$ cat src/rtl/alu_pipe.sv
// Two-stage pipelined ALU. S1 captures an accepted operation. S2 computes result and flags
// during the S1->S2 transfer and holds them under valid/ready backpressure.
module alu_pipe #(
   parameter int WIDTH = 32,
   parameter int SHW   = $clog2(WIDTH)
) (
   input  logic             clk,
   input  logic             rst_n,
   input  logic             in_valid,
   output logic             in_ready,
   input  logic [WIDTH-1:0] a,
   input  logic [WIDTH-1:0] b,
   input  logic [2:0]       alu_ctrl,
   input  logic             carry_en,
   output logic             out_valid,
   input  logic             out_ready,
   output logic [WIDTH-1:0] result,
   output logic             Z,
   output logic             N,
   output logic             C,
   output logic             O,
   input  logic             clr_sticky,
   output logic             sticky_O
);

   typedef enum logic [2:0] {
      OP_ADD = 3'b000,
      OP_SUB = 3'b001,
      OP_AND = 3'b010,
      OP_OR  = 3'b011,
      OP_SLL = 3'b100,
      OP_SRL = 3'b101,
      OP_XOR = 3'b110,
      OP_SRA = 3'b111
   } op_e;

   logic             s1_valid;
   logic [WIDTH-1:0] s1_a;
   logic [WIDTH-1:0] s1_b;
   op_e              s1_op;
   logic             s1_cen;
   logic             cf;

   logic             s1_move;
   logic             accept;

   assign s1_move  = s1_valid && (!out_valid || out_ready);
   assign in_ready = !s1_valid || s1_move;
   assign accept   = in_valid && in_ready;

   // S1 occupancy
   always_ff @(posedge clk or negedge rst_n) begin
      if (!rst_n) begin
         // NOTE: sequential state is assigned with <= so every flop samples pre-edge values.
         s1_valid <= 1'b0;
      end else if (accept) begin
         s1_valid <= 1'b1;
      end else if (s1_move) begin
         s1_valid <= 1'b0;
      end
   end

   // NOTE: the S1 payload has no reset; s1_valid qualifies it, so garbage after reset is never used.
   always_ff @(posedge clk) begin
      if (accept) begin
         s1_a   <= a;
         s1_b   <= b;
         s1_op  <= op_e'(alu_ctrl);
         s1_cen <= carry_en;
      end
   end

   logic             is_sub;
   logic             is_arith;
   logic             cin;
   logic [WIDTH-1:0] b_eff;
   logic [WIDTH:0]   sum;
   logic [SHW-1:0]   shamt;
   logic [WIDTH-1:0] calc_res;
   logic             calc_c;
   logic             calc_o;

   always_comb begin
      // NOTE: every variable gets a default before the case, so no path can infer a latch.
      calc_res = '0;
      calc_c   = 1'b0;
      calc_o   = 1'b0;
      is_sub   = (s1_op == OP_SUB);
      is_arith = (s1_op == OP_ADD) || is_sub;
      b_eff    = is_sub ? ~s1_b : s1_b;
      // A chained op takes its carry-in from cf; otherwise SUB needs +1 to complete two's complement.
      cin      = s1_cen ? cf : is_sub;
      sum      = {1'b0, s1_a} + {1'b0, b_eff} + {{WIDTH{1'b0}}, cin};
      shamt    = s1_b[SHW-1:0];
      case (s1_op)
         OP_ADD, OP_SUB: begin
            calc_res = sum[WIDTH-1:0];
            calc_c   = sum[WIDTH];
            calc_o   = (s1_a[WIDTH-1] == b_eff[WIDTH-1]) && (sum[WIDTH-1] != s1_a[WIDTH-1]);
         end
         OP_AND: calc_res = s1_a & s1_b;
         OP_OR:  calc_res = s1_a | s1_b;
         OP_XOR: calc_res = s1_a ^ s1_b;
         OP_SLL: calc_res = s1_a << shamt;
         OP_SRL: calc_res = s1_a >> shamt;
         OP_SRA: calc_res = $signed(s1_a) >>> shamt;
      endcase
   end

   // S2 output register, carry chain and sticky overflow
   always_ff @(posedge clk or negedge rst_n) begin
      if (!rst_n) begin
         out_valid <= 1'b0;
         result    <= '0;
         Z         <= 1'b1;
         N         <= 1'b0;
         C         <= 1'b0;
         O         <= 1'b0;
         cf        <= 1'b0;
         sticky_O  <= 1'b0;
      end else begin
         if (s1_move) begin
            out_valid <= 1'b1;
            result    <= calc_res;
            Z         <= (calc_res == '0);
            N         <= calc_res[WIDTH-1];
            C         <= calc_c;
            O         <= calc_o;
            if (is_arith) begin
               cf <= calc_c;
            end
         end else if (out_ready) begin
            out_valid <= 1'b0;
         end
         // A new overflow beats a simultaneous clear.
         if (s1_move && calc_o) begin
            sticky_O <= 1'b1;
         end else if (clr_sticky) begin
            sticky_O <= 1'b0;
         end
      end
   end

endmodule

$ cat config.mk
export PLATFORM = sky130hd
export DESIGN_NAME = alu_pipe
export DESIGN_NICKNAME = d
export VERILOG_FILES = /design/src/rtl/alu_pipe.sv
export SDC_FILE = /design/constraint.sdc
export NUM_CORES = 1
export LEC_CHECK = 0
export BUFFER_PORTS_ARGS = -buffer_cell sky130_fd_sc_hd__buf_4
export CORE_MARGIN = 2
export CORE_UTILIZATION = 44
export CTS_BUF_LIST = sky130_fd_sc_hd__clkbuf_8
export DETAILED_ROUTE_END_ITERATION = 10
export GPL_TIMING_DRIVEN = 0
export SYNTH_ARGS = -nofsm -noshare
export SYNTH_HDL_FRONTEND = slang
export SYNTH_SLANG_ARGS = --single-unit
$ cat constraint.sdc
create_clock -name clk -period 10 [get_ports clk]
set_input_delay 0.5 -clock clk [delete_from_list [all_inputs] [get_ports clk]]
set_output_delay 0.5 -clock clk [all_outputs]
set_load 0.05 [all_outputs]
==> run summary <==
* outcome: finished with violations
* violations in the final reports: max-capacitance violations
* Critical Path Source Type: flop
* post-CTS setup-driven buffer insertion count: 0
* cts hold-fix bufs: 0
* static power due to leakage: 5.61 nW
* ranking of synthesized cells by area: edfxtp_1, ha_1, dfrtp_1, mux2i_1, mux4_2
* routed wire length: 59.3 mm
* PD cells: 136 nW/um^2
* initial core utilization: 44.6%
* PnR worst setup slack: 1.11 ns
* biggest area consumer among synthesized cells: edfxtp_1
* most instantiated library cell after synthesis: nand2_1
* area of the placeable core: 26,700 sq um
* number of levels in the clock H-tree: 3
* Post-Layout Cell Count: 1,836
* count of nets left with antenna violations after detail routing: 0
* routed len/inst: 32.3 um
* portion of synthesized cell area occupied by the leading cell type: 17.1%
* maximum ir drop on the vdd rail: 0.0000670 V
* number of failing setup endpoints in the final timing report: 0
* CTS tree: yes
* wire length of the first global-routing pass: 84.8 mm
* total die area: 28,400 sq um
* warning count from the yosys run: 0
* vias per inst: 6.91
* number of nets in the final layout: 1,660
* post-synthesis net count: 1,537
* half-perimeter wire length after detailed placement: 47.3 mm
* Placer Congestion: 1.07
* first-pass detailed-route iteration total: 6
* max-slew headroom at the worst pin: 2.66%
* ratio of cells with drive above 1 in the final layout: 17.3%
* max-capacitance violation count: 1
* Post-Syn Area: 11,900 sq um
* Setup crit end kind: flop
* minimum setup slack among reg-to-reg paths: 1.11 ns
* Critical Setup Path Class: reg -> reg
* Remaining Overflow, GRT: 0
* number of enable flip-flop cells after synthesis: 68
* post-place instance area: 13,200 sq um
* Sinks on Clock Net: 107
* cell chosen for the clock root: clkbuf_8
* kind of path behind the tightest hold check: in -> async
* R2R depth: 20
* largest net degree at the start of global routing: 51
* minimum period implied by the final worst setup slack: 8.89 ns
* post-synthesis async set-or-reset flop share: 36.4%
* P&R area growth vs syn: 12.4%
* clock latency on the worst-skew pair: 0.42 ns
* synthesized flop and latch total: 107
* Worst Clk Skew: 0.0128 ns
* count of instances resized after the clock tree is built: 0
* number of primary I/O pins: 112
* most instantiated flip-flop cell in the synthesis netlist: edfxtp_1
* Horiz. Die Dim: 169 um
* number of antenna violations at the first check in global routing: 1
* Hold Violations, Final: 0
* worst path required time: 10.37 ns
* IO Port Bufs: 111
* post-layout power: 1.82 mW
* achievable frequency: 113 MHz
* synth cell count leaders: nand2_1, ha_1, mux2i_1
* Cell Count Post-Placement: 1,819
* launch point of the worst reg-to-reg path: s1_op[1]
* CP Max Fanout: 10
* endpoint of the lowest-slack register-to-register path: Z
* final count of pins violating max slew: 0
* post-route design area: 13,400 sq um
* clock slew at reported path FFs: 0.13 ns
* Setup WS pre-CTS: 1.53 ns
* gate count after technology mapping: 1,366
* sequential-to-total area share from yosys stat: 25.4%
* total negative slack for setup checks: 0 ns
* Clock Tree Buf Depth: 2
* count of unresolved DRC violations after routing: 0
* Mapped Avg Cell Area: 8.72 sq um
* WP data arrival: 9.26 ns
* unrepaired setup endpoints after global routing: no
* number of buffers created by CTS: 9
* Vert. Die Dim: 169 um
* initial drt markers: 1,810
* via count of the first global-routing pass: 12,100
* Tot GR Track Use: 41.7%
* Tightest Pin Transition: 1.42 ns
* final critical-path share of the clock period: 88.9%
* Via Count: 12,700
* post-synth cell types: 93
* Core Rows: 60
-- layout by cell type, fill, tap and decap left out, types with 7 or more instances in the layout --
master / netlist / routed
clkbuf_8: 0 / 9
a21oi_1: 78 / 78
xnor2_1: 43 / 43
dfrtp_1: 38 / 38
buf_2: 27 / 27
o21a_1: 8 / 8
o22ai_1: 40 / 40
nand2_1: 165 / 165
clkbuf_1: 46 / 46
o221ai_1: 9 / 9
nand3_1: 37 / 37
o211ai_1: 25 / 25
buf_6: 7 / 7
buf_4: 12 / 123
mux4_2: 39 / 39
or4_1: 7 / 7
edfxtp_1: 68 / 68
ha_1: 96 / 96
buf_1: 12 / 12
nor3_1: 31 / 31
nand2b_1: 29 / 29
mux2_2: 19 / 19
a211oi_1: 14 / 14
o21ai_0: 71 / 71
a22oi_1: 7 / 7
nand4_1: 15 / 15
and2_1: 12 / 11
nor2_1: 86 / 86
mux2i_1: 90 / 90
a31oi_1: 16 / 16
a21o_1: 9 / 9
inv_1: 68 / 69
nor2b_1: 8 / 8
-- worst max-delay path by stage --
stage	startpoint	endpoint	depth (start not counted)
finish	s1_op[1]	Z	20
CTS	s1_op[1]	Z	20
global route	s1_op[1]	Z	20
global placement	s1_op[1]	Z	20
floorplan	s1_op[2]	Z	21
detailed placement	s1_op[1]	Z	20
-- metrics by stage --
| stage | hold WS, ns | utilization [%] |
|---|---|---|
| global route | 0.0666 | 50.1 |
| detailed placement | 0.464 | 49.4 |
| floorplan | 0.204 | - |
| finish | 0.0233 | 50.1 |
| global placement | 0.459 | 49.3 |
| CTS | 0.0356 | 50.1 |
-- power by group --
part | total (mW) | internal [mW] | switching, mW | leakage (nW)
Sequential | 0.585 | 0.527 | 0.0576 | 1.14
Clock | 0.290 | 0.0959 | 0.194 | 0.0959
Combinational | 0.946 | 0.310 | 0.636 | 4.38
Total | 1.82 | 0.934 | 0.887 | 5.61
-- state kept, by name, summed over array words and instances (netlist names), 3 cells and up --
name	count
result	32
s1_op	3
s1_a	32
s1_b	32
-- cell families (layout without fill, tap and decap cells) --
group / Yosys count / after routing / synth area share, %
flops: 107 / 107 / 25.4
xor+xnor: 46 / 46 / 3.38
simple gates: 428 / 428 / 17.0
fa+ha+maj: 98 / 98 / 10.4
compound gates: 363 / 363 / 20.2
buf+inv: 174 / 302 / 6.59
mux: 150 / 150 / 17.0
other cells: 0 / 1 / 0
-- area by class of cell --
type | instances | area, sq um
Antenna cell | 1 | 2.50
Buffer | 104 | 522
Clock buffer | 9 | 124
Clock inverter | 7 | 65.1
Fill cell | 2562 | 13300
Inverter | 70 | 263
Multi-Input combinational cell | 1085 | 8110
Sequential cell | 107 | 3020
Tap cell | 341 | 427
Timing Repair Buffer | 112 | 861
-- worst max-delay path, stage by stage (launching register included) --
cell,delay (ns)
edfxtp_1,0.38
clkbuf_1,0.40
buf_2,0.37
nor2_1,0.67
clkbuf_1,0.57
clkbuf_1,0.61
and2_1,0.21
clkbuf_1,0.46
clkbuf_1,0.75
mux2i_1,0.40
fa_1,0.55
nand2b_1,0.19
a21oi_1,0.29
o211ai_2,0.31
a211oi_1,0.59
or3_1,0.19
o41ai_1,0.10
a2111oi_0,0.97
nand4_1,0.14
or4_1,0.51
o21ai_1,0.15
-- per-layer routing --
metal	routed length (um)	up-vias	part of all wire [%]	global-route usage, %
li1	-	5345	-	-
met1	23500	6128	40	55.8
met2	24200	1011	41	60.1
met3	8150	208	14	14.7
met4	3410	2	5.7	19.6
met5	37	-	0.062	0
No activity file was read; power rests on OpenSTA's default activity.
